<file path="config.mk">
export PLATFORM = sky130hd
export DESIGN_NAME = rx_ts_decoder_flat
export DESIGN_NICKNAME = d
export VERILOG_FILES = /design/src/rtl/rx_ts_pkg.sv /design/src/rtl/rx_ts_decoder_if.sv /design/src/rtl/ts_consec_counter.sv /design/src/rtl/rx_ts_decoder.sv /design/src/flat_wrapper.sv
export SDC_FILE = /design/constraint.sdc
export NUM_CORES = 1
export LEC_CHECK = 0
export ABC_AREA = 0
export CORE_MARGIN = 1
export CORE_UTILIZATION = 45
export DETAILED_ROUTE_END_ITERATION = 8
export PLACE_DENSITY = 0.7
export SYNTH_ARGS = -nofsm -noshare
export SYNTH_HDL_FRONTEND = slang
export SYNTH_SLANG_ARGS = --single-unit
</file>
<file path="constraint.sdc">
create_clock -name pclk -period 2.2 [get_ports pclk]
set_input_delay 0.22 -clock pclk [delete_from_list [all_inputs] [get_ports pclk]]
set_output_delay 0.22 -clock pclk [all_outputs]
set_load 0.1 [all_outputs]
</file>
<file path="src/rtl/rx_ts_pkg.sv">
// rtl/rx_ts_pkg.sv - Training-set symbol constants and shared types for the RX TS decoder
package rx_ts_pkg;

  localparam logic [7:0] COM        = 8'hBC;
  localparam logic [7:0] PAD        = 8'hF7;
  localparam logic [7:0] TS1_ID     = 8'h4A;
  localparam logic [7:0] TS2_ID     = 8'h45;
  localparam logic [7:0] TS1_ID_INV = 8'hB5;
  localparam logic [7:0] TS2_ID_INV = 8'hBA;

  // Key for the consecutive-set compare: type, pad flags, symbols 1-5
  localparam int TS_KEY_W = 43;

  typedef enum logic [1:0] {
    ST_HUNT = 2'd0,
    ST_HDR  = 2'd1,
    ST_ID   = 2'd2
  } rx_state_e;

  typedef enum logic {
    TS_TYPE_TS1 = 1'b0,
    TS_TYPE_TS2 = 1'b1
  } ts_type_e;

endpackage

</file>
<file path="src/rtl/rx_ts_decoder_if.sv">
// rtl/rx_ts_decoder_if.sv - PIPE receive symbol stream into the TS decoder
interface rx_ts_decoder_if;
  logic [7:0] RxData;
  logic       RxDataK;
  logic       RxValid;

  modport master (output RxData, output RxDataK, output RxValid);
  modport slave  (input  RxData, input  RxDataK, input  RxValid);
endinterface

</file>
<file path="src/rtl/ts_consec_counter.sv">
// rtl/ts_consec_counter.sv - Counts consecutive identical good training sets against a stored reference
module ts_consec_counter
  import rx_ts_pkg::*;
(
  input  logic                pclk,
  input  logic                reset_n,
  input  logic                set_done,
  input  logic                set_error,
  input  logic                clear,
  input  logic [TS_KEY_W-1:0] set_key,
  output logic [3:0]          count
);

  logic [TS_KEY_W-1:0] ref_key;
  logic                ref_valid;

  // A clear or error beats a coincident completion and drops the reference
  always_ff @(posedge pclk or negedge reset_n) begin
    if (!reset_n) begin
      count     <= 4'd0;
      ref_key   <= '0;
      ref_valid <= 1'b0;
    end else if (clear || set_error) begin
      count     <= 4'd0;
      ref_valid <= 1'b0;
    end else if (set_done) begin
      if (ref_valid && (set_key == ref_key)) begin
        if (count != 4'd15) count <= count + 4'd1;
      end else begin
        count     <= 4'd1;
        ref_key   <= set_key;
        ref_valid <= 1'b1;
      end
    end
  end

endmodule

</file>
<file path="src/rtl/rx_ts_decoder.sv">
// rtl/rx_ts_decoder.sv - PIPE TS1/TS2 ordered-set decoder with consecutive-set counting
// Optional RX_TS_POLARITY_DETECT_EN accepts inverted TS identifiers and flags polarity_inv.
module rx_ts_decoder
  import rx_ts_pkg::*;
#(
  parameter int CONSEC_TARGET = 8
)(
  input  logic             pclk,
  input  logic             reset_n,
  rx_ts_decoder_if.slave   pipe,
  input  logic             clear_count,
  output logic             ts_valid,
  output logic             ts_type,
  output logic [7:0]       link_num,
  output logic [7:0]       lane_num,
  output logic             link_pad,
  output logic             lane_pad,
  output logic [7:0]       n_fts,
  output logic [7:0]       rate_id,
  output logic [7:0]       train_ctrl,
  output logic [3:0]       consec_count,
  output logic             consec_done,
  output logic             ts_error,
  output logic             polarity_inv
);

  localparam logic [1:0] HUNT = ST_HUNT;
  localparam logic [1:0] HDR  = ST_HDR;
  localparam logic [1:0] ID   = ST_ID;

  logic [1:0] state;
  logic [3:0] sym_idx;
  logic [7:0] link_q, lane_q, nfts_q, rate_q, ctrl_q, id_q;
  logic       link_pad_q, lane_pad_q;
  ts_type_e   type_q;

  logic       is_com, hdr_bad, id_bad, id_ok;
  logic       set_done, set_err;
  ts_type_e   id_type_nxt;
  logic       id_inv_nxt;

  assign is_com = pipe.RxValid && pipe.RxDataK && (pipe.RxData == COM);

  always_comb begin
    id_ok       = 1'b0;
    id_type_nxt = TS_TYPE_TS1;
    id_inv_nxt  = 1'b0;
    if (!pipe.RxDataK) begin
      case (pipe.RxData)
        TS1_ID:     id_ok = 1'b1;
        TS2_ID:     begin id_ok = 1'b1; id_type_nxt = TS_TYPE_TS2; end
`ifdef RX_TS_POLARITY_DETECT_EN
        TS1_ID_INV: begin id_ok = 1'b1; id_inv_nxt = 1'b1; end
        TS2_ID_INV: begin id_ok = 1'b1; id_type_nxt = TS_TYPE_TS2; id_inv_nxt = 1'b1; end
`endif
        default:    id_ok = 1'b0;
      endcase
    end
  end

  // Only link and lane slots may carry PAD; any other K symbol is malformed
  assign hdr_bad = pipe.RxDataK &&
                   !(((sym_idx == 4'd1) || (sym_idx == 4'd2)) && (pipe.RxData == PAD));
  assign id_bad  = (sym_idx == 4'd6) ? !id_ok
                                     : (pipe.RxDataK || (pipe.RxData != id_q));

  assign set_done = pipe.RxValid && (state == ID) && !is_com && !id_bad && (sym_idx == 4'd15);
  assign set_err  = pipe.RxValid &&
                    (((state != HUNT) && is_com) ||
                     ((state == HDR) && hdr_bad) ||
                     ((state == ID)  && id_bad));

  always_ff @(posedge pclk or negedge reset_n) begin
    if (!reset_n) begin
      state      <= HUNT;
      sym_idx    <= 4'd0;
      link_q     <= 8'd0;
      lane_q     <= 8'd0;
      nfts_q     <= 8'd0;
      rate_q     <= 8'd0;
      ctrl_q     <= 8'd0;
      id_q       <= 8'd0;
      link_pad_q <= 1'b0;
      lane_pad_q <= 1'b0;
      type_q     <= TS_TYPE_TS1;
    end else if (pipe.RxValid) begin
      case (state)
        HUNT: begin
          if (is_com) begin
            state   <= HDR;
            sym_idx <= 4'd1;
          end
        end
        HDR: begin
          if (is_com) begin
            sym_idx <= 4'd1;
          end else if (hdr_bad) begin
            state   <= HUNT;
            sym_idx <= 4'd0;
          end else begin
            case (sym_idx)
              4'd1:    begin link_q <= pipe.RxData; link_pad_q <= pipe.RxDataK; end
              4'd2:    begin lane_q <= pipe.RxData; lane_pad_q <= pipe.RxDataK; end
              4'd3:    nfts_q <= pipe.RxData;
              4'd4:    rate_q <= pipe.RxData;
              default: ctrl_q <= pipe.RxData;
            endcase
            if (sym_idx == 4'd5) state <= ID;
            sym_idx <= sym_idx + 4'd1;
          end
        end
        ID: begin
          if (is_com) begin
            state   <= HDR;
            sym_idx <= 4'd1;
          end else if (id_bad || (sym_idx == 4'd15)) begin
            state   <= HUNT;
            sym_idx <= 4'd0;
          end else begin
            if (sym_idx == 4'd6) begin
              id_q   <= pipe.RxData;
              type_q <= id_type_nxt;
            end
            sym_idx <= sym_idx + 4'd1;
          end
        end
        default: begin
          state   <= HUNT;
          sym_idx <= 4'd0;
        end
      endcase
    end
  end

  always_ff @(posedge pclk or negedge reset_n) begin
    if (!reset_n) begin
      ts_valid   <= 1'b0;
      ts_error   <= 1'b0;
      ts_type    <= 1'b0;
      link_num   <= 8'd0;
      lane_num   <= 8'd0;
      link_pad   <= 1'b0;
      lane_pad   <= 1'b0;
      n_fts      <= 8'd0;
      rate_id    <= 8'd0;
      train_ctrl <= 8'd0;
    end else begin
      ts_valid <= set_done;
      ts_error <= set_err;
      if (set_done) begin
        ts_type    <= type_q;
        link_num   <= link_q;
        lane_num   <= lane_q;
        link_pad   <= link_pad_q;
        lane_pad   <= lane_pad_q;
        n_fts      <= nfts_q;
        rate_id    <= rate_q;
        train_ctrl <= ctrl_q;
      end
    end
  end

`ifdef RX_TS_POLARITY_DETECT_EN
  logic inv_q;

  always_ff @(posedge pclk or negedge reset_n) begin
    if (!reset_n) begin
      inv_q        <= 1'b0;
      polarity_inv <= 1'b0;
    end else begin
      if (pipe.RxValid && (state == ID) && !is_com && (sym_idx == 4'd6) && id_ok)
        inv_q <= id_inv_nxt;
      if (set_done)
        polarity_inv <= inv_q;
    end
  end
`else
  assign polarity_inv = 1'b0;
`endif

  ts_consec_counter u_consec (
    .pclk      (pclk),
    .reset_n   (reset_n),
    .set_done  (set_done),
    .set_error (set_err),
    .clear     (clear_count),
    .set_key   ({type_q, link_pad_q, lane_pad_q, link_q, lane_q, nfts_q, rate_q, ctrl_q}),
    .count     (consec_count)
  );

  assign consec_done = ({28'd0, consec_count} >= CONSEC_TARGET[31:0]);

endmodule

</file>
<file path="src/flat_wrapper.sv">
// flat-port wrapper written by rule: the top's interface ports become plain ports
module rx_ts_decoder_flat import rx_ts_pkg::*;
#(
  parameter int CONSEC_TARGET = 8
)
  (pclk, reset_n, clear_count, ts_valid, ts_type, link_num, lane_num, link_pad, lane_pad, n_fts, rate_id, train_ctrl, consec_count, consec_done, ts_error, polarity_inv, pipe_RxData, pipe_RxDataK, pipe_RxValid);
  rx_ts_decoder_if pipe_i ();
  input  logic pclk;
  input  logic reset_n;
  input  logic clear_count;
  output logic ts_valid;
  output logic ts_type;
  output logic [7:0] link_num;
  output logic [7:0] lane_num;
  output logic link_pad;
  output logic lane_pad;
  output logic [7:0] n_fts;
  output logic [7:0] rate_id;
  output logic [7:0] train_ctrl;
  output logic [3:0] consec_count;
  output logic consec_done;
  output logic ts_error;
  output logic polarity_inv;
  input wire logic [$bits(pipe_i.RxData)-1:0] pipe_RxData;
  input wire logic [$bits(pipe_i.RxDataK)-1:0] pipe_RxDataK;
  input wire logic [$bits(pipe_i.RxValid)-1:0] pipe_RxValid;
  assign pipe_i.RxData = pipe_RxData;
  assign pipe_i.RxDataK = pipe_RxDataK;
  assign pipe_i.RxValid = pipe_RxValid;
  rx_ts_decoder #(.CONSEC_TARGET(CONSEC_TARGET)) u_core (.pclk(pclk), .reset_n(reset_n), .pipe(pipe_i), .clear_count(clear_count), .ts_valid(ts_valid), .ts_type(ts_type), .link_num(link_num), .lane_num(lane_num), .link_pad(link_pad), .lane_pad(lane_pad), .n_fts(n_fts), .rate_id(rate_id), .train_ctrl(train_ctrl), .consec_count(consec_count), .consec_done(consec_done), .ts_error(ts_error), .polarity_inv(polarity_inv));
endmodule
</file>
==> results of run 1 <==
routing by layer:
layer | share of wire [%] | up-vias | routed length (um) | track usage [%]
met2 | 50 | 187 | 9862 | 36.50
met3 | 5.3 | 45 | 1042 | 4.639
met4 | 2.5 | 0 | 501 | 8.717
met1 | 42 | 2604 | 8315 | 30.77
li1 | - | 2233 | - | -
met5 | 0 | - | 0 | 0
worst min path at each step:
stage | startpoint | endpoint | slack, ns
floorplan | reset_n | u_core.ctrl_q[0]$_DFFE_PN0P_ | -0.08
global placement | reset_n | u_core.train_ctrl[0]$_DFFE_PN0P_ | 0.15
detailed placement | reset_n | u_core.train_ctrl[0]$_DFFE_PN0P_ | 0.15
CTS | reset_n | u_core.train_ctrl[0]$_DFFE_PN0P_ | 0.28
global route | reset_n | u_core.train_ctrl[0]$_DFFE_PN0P_ | 0.31
finish | reset_n | u_core.train_ctrl[0]$_DFFE_PN0P_ | 0.27
worst reg2reg max path, cell delays in order (launching register included):
cell and delay [ns]:
dfrtp_1 0.40, xor2_1 0.18, nor4_1 0.36, buf_4 0.19, nand3_2 0.13, nor4_4 0.30
buf_4 0.16, nor3b_4 0.05, buf_6 0.14, clkbuf_16 0.16, mux2_4 0.30
synth_stat cells (2+ instances only):
library cell and count:
nand4_1 19, and2_1 3, nand3_1 4, buf_4 5, nand2b_1 6, nand2_1 21, a21oi_1 6, xnor2_1 31
o21ai_0 6, nor4_1 11, buf_2 7, xor2_1 20, nor2b_1 2, nor3_1 4, mux2_1 49, a21o_1 2
or2_2 2, mux2_2 77, ha_1 6, nor4b_1 2, or4_1 6, nor4_2 2, nor3b_1 3, nor2_1 9
inv_1 10, nand4bb_1 3, a211o_1 2, dfrtp_1 150, a211oi_1 2, nand3b_1 2, clkbuf_1 11
cell families after synthesis:
family / Yosys count / share of synthesized area, %
simple gates: 107 / 9.725
mux: 126 / 21.05
fa+ha+maj: 6 / 1.114
buf+inv: 33 / 2.246
flops: 150 / 55.68
compound gates: 33 / 3.508
xor+xnor: 51 / 6.626
other cells: 1 / 0.05563
state kept, by name (all words and copies together), names as in the netlist, 2 cells and up:
signal and cells:
u_core.rate_id 8, u_core.link_q 8, u_core.sym_idx 4, u_core.ctrl_q 8, u_core.u_consec.count 4, u_core.n_fts 8
u_core.train_ctrl 8, u_core.lane_num 8, u_core.rate_q 8, u_core.id_q 8, u_core.nfts_q 8, u_core.state 2
u_core.u_consec.ref_key 43, u_core.link_num 8, u_core.lane_q 8
layout make-up:
| class | count | area, um2 | share of cell area [%] |
|---|---|---|---|
| timing repair buffer | 209 | 1929 | 19.11 |
| inverter | 10 | 37.54 | 0.3717 |
| clock inverter | 8 | 123.9 | 1.227 |
| sequential | 150 | 3755 | 37.19 |
| tap | 184 | 230.2 | 2.280 |
| clock buffer | 22 | 474.2 | 4.696 |
| multi-input combinational | 324 | 3547 | 35.13 |
power by group through the flow:
stage	Clock [mW]	Sequential, mW	Combinational (mW)
5_1_grt	3.14	2.80	0.389
4_1_cts	3.00	2.80	0.342
6_report	3.00	2.80	0.359
3_3_place_gp	0	2.84	0.312
2_1_floorplan	0	2.84	0.109
3_5_place_dp	0	2.84	0.319
timing repair:
| item | in CTS | in global routing |
|---|---|---|
| hold endpoints to repair | 36 | 0 |
| pin swaps | 12 | 25 |
| setup buffers | 11 | 11 |
| gates cloned | 2 | 10 |
| hold buffers | 1 | 0 |
| setup endpoints to repair | 145 | 125 |
| resized for setup | 67 | 126 |
through the flow:
stage	area, um2	power [mW]	hold WS [ns]	instances
finish	10100	6.159	0.2666	907
global route	10100	6.325	0.3124	907
CTS	9310	6.136	0.2756	887
detailed placement	8318	3.163	0.1511	843
global placement	8318	3.155	0.1451	843
floorplan	6819	2.954	-0.07559	507
==> impl_metrics.py, run 1 <==
metrics = {
    "critical_path": {
        "crit_type": "reg -> reg",
        "crit_path_top_delay_cell": "dfrtp_1",
        "crit_path_end_kind": "flip-flop",
        "critPathArrivalTime_ns": 2.79,
        "cp_top_family": "simple AND/OR/NAND/NOR gates",
        "cp_max_fo": 6,
        "crit_start": "u_core.u_consec.ref_key[14]$_DFFE_PN0P_",
        "cpMostUsedCell": "buf_4",
        "required_ns": 2.50,
        "path_buf_inv": 4,
        "r2r_setup_slack_ns": -0.28,
        "cp.depth": 10,
        "crit_end": "u_core.u_consec.ref_key[31]$_DFFE_PN0P_",
        "r2r_start": "u_core.u_consec.ref_key[14]$_DFFE_PN0P_",
        "r2r_end": "u_core.u_consec.ref_key[31]$_DFFE_PN0P_",
        "cp_cell_sequence": "xor2_1, nor4_1, buf_4, nand3_2, nor4_4, buf_4, nor3b_4, buf_6, clkbuf_16, mux2_4",
        "slowest_delay_ns": 0.40,
        "reg2regPathDepth": 10,
        "critPathLaunchType": "flip-flop",
    },
    "layout": {
        "diodes": 0,
        "area_growth_pct": 49.78,
        "fillers": 957,
        "layout-drive-gt1-share_pct": 56.29,
        "final_cell_mix": "165 x buf_4, 149 x dfrtp_1, 91 x mux2_4, 33 x mux2_2, 25 x clkbuf_16",
        "final_common_cell": "buf_4",
        "nets": 731,
        "utilization_pct": 69.21,
    },
    "placement": {
        "dpl.hpwl_mm": 11.88,
        "post-place-ws_ns": -0.8176,
        "io_buffers": 62,
        "place_congestion": 0.8739,
    },
    "die": {
        "start_util_pct": 46.21,
        "die_area_mm2": 0.01547,
        "num_io_pins": 64,
        "die_h_um": 124.4,
        "core_mm2": 0.01459,
        "placementRows": 44,
        "die_x_um": 124.4,
    },
    "drt": {
        "vias": 5069,
        "detail_route.wl_per_cell_um": 21.74,
        "wl_mm": 19.72,
        "vias_per_cell": 5.589,
        "dr.pass1.iters": 5,
        "ant_nets": 0,
        "drcViolationCount": 0,
        "first_iter_violations": 333,
    },
    "clock_network": {
        "root_buffer": "clkbuf_16",
        "htreeDepth": 4,
        "cts.sinks": 150,
        "path_clk_slew_ns": 0.06,
        "cts_made_buffers": 17,
        "clockBufferDepth": 2,
        "tritoncts": "built",
        "worstSkewPairLatency_ns": 0.43,
    },
    "timing": {
        "period_needed_ns": 2.481,
        "timing.fmax_ghz": 0.4031,
        "drv_slew": 0,
        "hold_viol_final": 0,
        "fin_skew_ns": 0.008629,
        "fin_tns_setup_ns": -13.38,
        "period_share_pct": 112.8,
        "rsz0062_at_grt": "yes",
        "setup-violations-final": 93,
        "postLayoutSetupSlackWorst_ns": -0.2805,
    },
    "job": {
        "maxCapViolations": 0,
    },
    "global_route": {
        "antenna_found_initial": 0,
        "grt_usage_pct": 22.88,
        "grt_overflow": 0,
        "grt_pass1_wl_mm": 27.16,
        "grt_pass1_vias": 4956,
        "grt_max_degree": 63,
    },
    "power": {
        "sw_frac_of_total_pct": 22.18,
        "peakVddDrop_mv": 0.5715,
        "powerDensity_mw_per_mm2": 610.0,
        "p_int_mw": 4.792,
        "seq_power_share_pct": 45.4,
        "p_switching_mw": 1.366,
        "power.leakage_nw": 4.995,
        "pwr-share-clk_pct": 48.8,
        "combPwrFrac_pct": 5.8,
    },
    "synthesis": {
        "netlist_instances": 507,
        "synth_area_per_cell_um2": 13.30,
        "post-synth-top-area-fraction_pct": 55.68,
        "yosysTopAreaCell": "dfrtp_1",
        "synth-main-ff-cell": "dfrtp_1",
        "ys_types": 55,
        "async_reset_ff_share_pct": 100.0,
        "ys_seq_elements": 150,
        "synth.cell_area_mm2": 0.006741,
        "ys_seq_area_share_pct": 55.68,
        "synth_area_leaders": "dfrtp_1 56%, mux2_2 13%, mux2_1 8.2%",
        "yosysWarningCount": 0,
        "synth_edf_count": 0,
        "synth_nets": 526,
    },
    "outcome": {
        "violations": "setup timing",
        "status": "finished, violations left",
    },
    "hold_path": {
        "min_path_type": "in -> async",
    },
}
No activity file was read; power rests on OpenSTA's default activity.
==> run 2: changes to the inputs <==
- CORE_ASPECT_RATIO: unset -> 0.75
==> run 2 against run 1 <==
Global-route usage increased by 4.4 points. Die area about the same. Highest routed layer unchanged. First-iteration DRC count increased by 32%. Sequential cell count unchanged. Largest cell class unchanged. Count of clock-buffer cells in the layout unchanged. Clock skew increased by 0.0019 ns. Clock power increased by 6%. Via count increased by 4.8%. The flow still finishes with violations (setup timing). Critical path depth decreased by 1. Combinational power increased by 14%. Maximum frequency decreased by 3.4%.
==> impl_metrics.py, run 2 (synthesis results as in run 1) <==
metrics = {
    "outcome": {
        "status": "finished, violations left",
        "violations": "setup timing",
    },
    "layout": {
        "multiInputGateArea_mm2": 0.003731,
        "regMostFlops": "u_core.u_consec.ref_key",
        "final_common_cell": "buf_4",
        "nets": 734,
        "layout-drive-gt1-share_pct": 58.93,
        "final_area_mm2": 0.01044,
        "area_growth_pct": 54.81,
        "final_cell_mix": "156 x buf_4, 148 x dfrtp_1, 99 x mux2_4, 27 x mux2_2, 21 x buf_6",
        "seqCellArea_mm2": 0.003756,
        "largest_reg_flops": 43,
        "fillers": 940,
        "diodes": 0,
    },
    "power": {
        "combPwrFrac_pct": 6.4,
        "sw_frac_of_total_pct": 22.54,
        "p_int_mw": 4.946,
        "powerDensity_mw_per_mm2": 611.8,
        "seq_power_share_pct": 43.8,
        "power.leakage_nw": 5.120,
        "pwr-share-clk_pct": 49.8,
        "peakVddDrop_mv": 0.5313,
        "p_switching_mw": 1.439,
    },
    "die": {
        "die_area_mm2": 0.01548,
        "core_mm2": 0.01455,
        "num_io_pins": 64,
        "die_x_um": 143.3,
        "die_h_um": 108,
        "start_util_pct": 46.34,
        "placementRows": 38,
    },
    "timing": {
        "drv_slew": 0,
        "rsz0062_at_grt": "yes",
        "hold_viol_final": 0,
        "setup-violations-final": 120,
        "worst_pin_slew_ns": 0.5906,
        "max-slew-margin-rel_pct": 60.56,
        "hold_ws_ns": 0.3224,
        "fin_tns_setup_ns": -22.97,
        "postLayoutSetupSlackWorst_ns": -0.3677,
        "period_needed_ns": 2.568,
        "timing.fmax_ghz": 0.3895,
        "period_share_pct": 116.7,
        "fin_skew_ns": 0.01057,
    },
    "global_route": {
        "antenna_found_initial": 0,
        "grt_overflow": 0,
        "grt_pass1_vias": 5328,
        "grt_usage_pct": 27.32,
        "grt_max_degree": 55,
        "grt_pass1_wl_mm": 30.57,
    },
    "placement": {
        "io_buffers": 62,
        "placed_area_mm2": 0.008343,
        "dpl.hpwl_mm": 11.70,
        "place_congestion": 0.9080,
    },
    "clock_network": {
        "path_clk_slew_ns": 0.06,
        "htreeDepth": 4,
        "cts_made_buffers": 17,
        "root_buffer": "clkbuf_16",
        "clockBufferDepth": 2,
        "worstSkewPairLatency_ns": 0.43,
        "tritoncts": "built",
        "cts.sinks": 150,
    },
    "critical_path": {
        "critPathArrivalTime_ns": 2.87,
        "critPathLaunchType": "flip-flop",
        "slowest_delay_ns": 0.55,
        "cp_max_fo": 11,
        "r2r_setup_slack_ns": -0.37,
        "crit_type": "reg -> reg",
        "cp_cell_sequence": "xnor2_2, nand4_1, or4_4, nor4_4, buf_4, nor3b_4, buf_6, buf_12, mux2_4",
        "required_ns": 2.51,
        "crit_path_end_kind": "flip-flop",
        "crit_path_top_delay_cell": "or4_4",
    },
    "drt": {
        "vias": 5313,
        "wl_mm": 21.95,
        "detail_route.wl_per_cell_um": 23.65,
        "first_iter_violations": 440,
        "ant_nets": 0,
        "vias_per_cell": 5.725,
        "drcViolationCount": 0,
        "dr.pass1.iters": 5,
    },
    "job": {
        "maxCapViolations": 0,
    },
    "hold_path": {
        "min_path_type": "in -> reg",
    },
}
[run 2: final timing paths]
kind                            cells after the start                                     from                                 endpoint
worst max-delay path                                9  u_core.u_consec.ref_key[27]$_DFFE_PN0P_  u_core.u_consec.ref_key[14]$_DFFE_PN0P_
worst min-delay path                                4                           pipe_RxData[3]               u_core.id_q[1]$_DFFE_PN0P_
worst max register to register                      9  u_core.u_consec.ref_key[27]$_DFFE_PN0P_  u_core.u_consec.ref_key[14]$_DFFE_PN0P_
worst min register to register                      2               u_core.id_q[3]$_DFFE_PN0P_               u_core.id_q[3]$_DFFE_PN0P_
max in group asynchronous                           3                                  reset_n            u_core.sym_idx[1]$_DFFE_PN0P_
min in group asynchronous                           2                                  reset_n           u_core.link_num[2]$_DFFE_PN0P_
[run 2: routing by layer]
layer | routed length, um | up-vias | share of wire [%] | track usage (%)
li1 | - | 2243 | - | -
met1 | 9262 | 2786 | 42 | 37.49
met2 | 10610 | 234 | 48 | 42.37
met3 | 1396 | 50 | 6.4 | 6.466
met4 | 674 | 0 | 3.1 | 10.11
met5 | 0 | - | 0 | 0
[run 2: stage by stage]
stage / cells / total power, mW / worst slack (ns) / util [%]
6_report: 928 / 6.385 / -0.3677 / 71.73
5_1_grt: 928 / 6.553 / -0.4291 / 71.73
4_1_cts: 917 / 6.330 / -0.2955 / 68.93
3_5_place_dp: 858 / 3.161 / -0.7703 / 57.34
3_3_place_gp: 858 / 3.152 / -0.6958 / 57.34
2_1_floorplan: 507 / 2.954 / -0.2018 / -
[run 2: cell type report]
type / count / area share [%]
Clock inverter: 10 / 1.607
Tap cell: 200 / 2.398
Clock buffer: 22 / 4.544
Timing Repair Buffer: 212 / 19.35
Multi-Input combinational cell: 324 / 35.75
Inverter: 10 / 0.3597
Sequential cell: 150 / 35.99
[run 2: timing repair]
| item | 4_1_cts | 5_1_grt |
|---|---|---|
| pin swaps | 22 | 31 |
| cloned | 8 | 5 |
| hold buffers | 1 | 0 |
| buffers inserted | 19 | 12 |
| setup endpoints to repair | 137 | 139 |
| gates resized for setup | 167 | 68 |
| endpoints found under the hold margin | 52 | 0 |
[run 2: power by group through the flow]
stage	clock [mW]	combinational, mW	sequential, mW
2_1_floorplan	0	0.109	2.84
3_3_place_gp	0	0.310	2.84
3_5_place_dp	0	0.317	2.84
4_1_cts	3.18	0.350	2.80
5_1_grt	3.33	0.430	2.80
6_report	3.18	0.408	2.80
[run 2: critical path, delay by kind of cell, from the launching register on]
kind                      cells  cell delay, ns
muxes                         1            0.30
xor gates and xnor gates      1            0.28
buffers and inverters         3            0.46
and+or+nand+nor               4            0.97
DFF                           1            0.42
==> run 3: changes to the inputs <==
- CTS_CLUSTER_DIAMETER: unset -> 40
- PLACE_DENSITY: 0.7 -> 0.67
- clock period: 2.2 -> 2.8 ns (I/O delays scaled with it)
==> run 3 against run 2 <==
The run now ends clean. Critical path depth unchanged. Count of clock-buffer cells in the layout unchanged. Non-clock buffer count fell by 104. Sequential share of layout area grew 8.5 points. Wire length shrank 26%. Hold slack better by 0.11 ns. Sequential power shrank 21%. Critical path type unchanged. Largest power group unchanged.
==> impl_metrics.py, run 3 (synthesis results as in run 1) <==
metrics = {
    "global_route": {
        "antenna_found_initial": 1,
        "grt_max_degree": 75,
        "grt_overflow": 0,
        "grt_usage_pct": 22.26,
        "grt_pass1_vias": 4511,
        "grt_pass1_wl_mm": 25.28,
    },
    "timing": {
        "postLayoutSetupSlackWorst_ns": 0.09796,
        "timing.fmax_ghz": 0.3701,
        "hold_ws_ns": 0.4296,
        "max-slew-margin-rel_pct": 52.06,
        "period_share_pct": 96.50,
        "fin_skew_ns": 0.007012,
        "drv_slew": 0,
        "hold_viol_final": 0,
        "period_needed_ns": 2.702,
        "worst_pin_slew_ns": 0.7191,
        "setup-violations-final": 0,
    },
    "layout": {
        "final_cell_mix": "150 x dfrtp_1, 88 x buf_4, 77 x mux2_2, 49 x mux2_1, 28 x xnor2_1",
        "final_common_cell": "dfrtp_1",
        "final_cell_count_no_fill": 823,
        "final_area_mm2": 0.008428,
        "nets": 630,
        "largest_reg_flops": 43,
        "area_growth_pct": 25.02,
        "layout-drive-gt1-share_pct": 34.67,
        "diodes": 0,
        "regMostFlops": "u_core.u_consec.ref_key",
    },
    "die": {
        "die_h_um": 108,
        "start_util_pct": 46.34,
        "die_area_mm2": 0.01548,
        "placementRows": 38,
        "core_mm2": 0.01455,
        "num_io_pins": 64,
        "die_x_um": 143.3,
    },
    "clock_network": {
        "root_buffer": "clkbuf_16",
        "tritoncts": "built",
        "worstSkewPairLatency_ns": 0.43,
        "cts_made_buffers": 17,
        "htreeDepth": 4,
        "path_clk_slew_ns": 0.06,
        "clockBufferDepth": 2,
        "cts.sinks": 150,
    },
    "power": {
        "powerDensity_mw_per_mm2": 550.5,
        "peakVddDrop_mv": 0.4683,
        "power.leakage_nw": 4.274,
        "power_mw": 4.639,
    },
    "critical_path": {
        "required_ns": 3.10,
        "cp_max_fo": 11,
        "crit_type": "reg -> reg",
        "crit_path_end_kind": "flip-flop",
        "critPathLaunchType": "flip-flop",
        "critPathArrivalTime_ns": 3.01,
    },
    "job": {
        "maxCapViolations": 0,
    },
    "hold_path": {
        "min_path_type": "in -> async",
    },
    "drt": {
        "vias": 4505,
        "dr.pass1.iters": 4,
        "ant_nets": 0,
        "first_iter_violations": 392,
        "wl_mm": 16.14,
        "vias_per_cell": 5.474,
        "detail_route.wl_per_cell_um": 19.61,
        "drcViolationCount": 0,
    },
    "placement": {
        "dp.cells": 787,
        "dpl.hpwl_mm": 10.99,
        "post-place-ws_ns": -0.3624,
        "io_buffers": 62,
        "place_congestion": 0.8982,
        "placed_area_mm2": 0.007751,
    },
    "outcome": {
        "status": "finished, final reports clean",
    },
}
==> run 3: cell types whose count changed in the layout (fill, tap and decap cells not counted), sizes merged <==
cell,change
clkbuf,-3
clkdlybuf4s50,+8
inv,-1
bufinv,-2
dlygate4sd2,-3
dlymetal6s2s,-4
buf,-102
clkinv,+2
==> run 3: worst paths after layout <==
check	slack, ns	endpoint	cells past startpoint	start
worst max-delay path	0.1	u_core.u_consec.ref_key[1]$_DFFE_PN0P_	9	u_core.ctrl_q[6]$_DFFE_PN0P_
worst min-delay path	0.43	u_core.link_num[2]$_DFFE_PN0P_	2	reset_n
worst max register to register	0.1	u_core.u_consec.ref_key[1]$_DFFE_PN0P_	9	u_core.ctrl_q[6]$_DFFE_PN0P_
worst min register to register	0.49	u_core.id_q[6]$_DFFE_PN0P_	1	u_core.id_q[6]$_DFFE_PN0P_
max in group asynchronous	1.50	u_core.u_consec.ref_valid$_DFFE_PN0P_	3	reset_n
min in group pclk	0.49	u_core.id_q[6]$_DFFE_PN0P_	1	u_core.id_q[6]$_DFFE_PN0P_
==> run 3: final cells by class <==
type | instances | area (um2)
clock buffer | 22 | 474.2
multi-input combinational | 324 | 2883
inverter | 10 | 37.54
sequential | 150 | 3754
fill | 1187 | 6121
timing repair buffer | 108 | 928.4
clock inverter | 9 | 101.3
tap | 200 | 250.2
==> run 3: layer usage <==
layer | GRT usage, % | vias up | wire length [um]
li1 | - | 2043 | -
met3 | 4.783 | 19 | 932
met4 | 9.043 | 0 | 226
met2 | 33.07 | 108 | 7488
met1 | 31.77 | 2335 | 7490
met5 | 0 | - | 0
==> run 3: worst max-delay path: stages (launching register included) <==
cell,delay (ns)
dfrtp_1,0.42
xnor2_1,0.27
nand4_1,0.14
or4_1,0.56
nor4_2,0.32
buf_4,0.18
nor3b_4,0.04
buf_4,0.15
clkbuf_16,0.18
mux2_1,0.32
==> run 3: where the power goes <==
group          switching (mW)  leakage [nW]  internal, mW
logic                   0.129          1.91        0.0756
clock network           0.863         0.286          1.37
registers              0.0190          2.07          2.18
==> run 3: timing repair <==
action,CTS,global route
resized for setup,0,6
hold buffers,1,0
hold endpoints to repair,72,0
setup endpoints to repair,0,62
setup buffers,0,2
==> run 3: metrics by stage <==
| stage | utilization [%] | TNS [ns] |
|---|---|---|
| global route | 57.93 | -0.004091 |
| global placement | 53.28 | -24.85 |
| finish | 57.93 | 0 |
| floorplan | - | 0 |
| detailed placement | 53.28 | -30.92 |
| CTS | 57.30 | 0 |
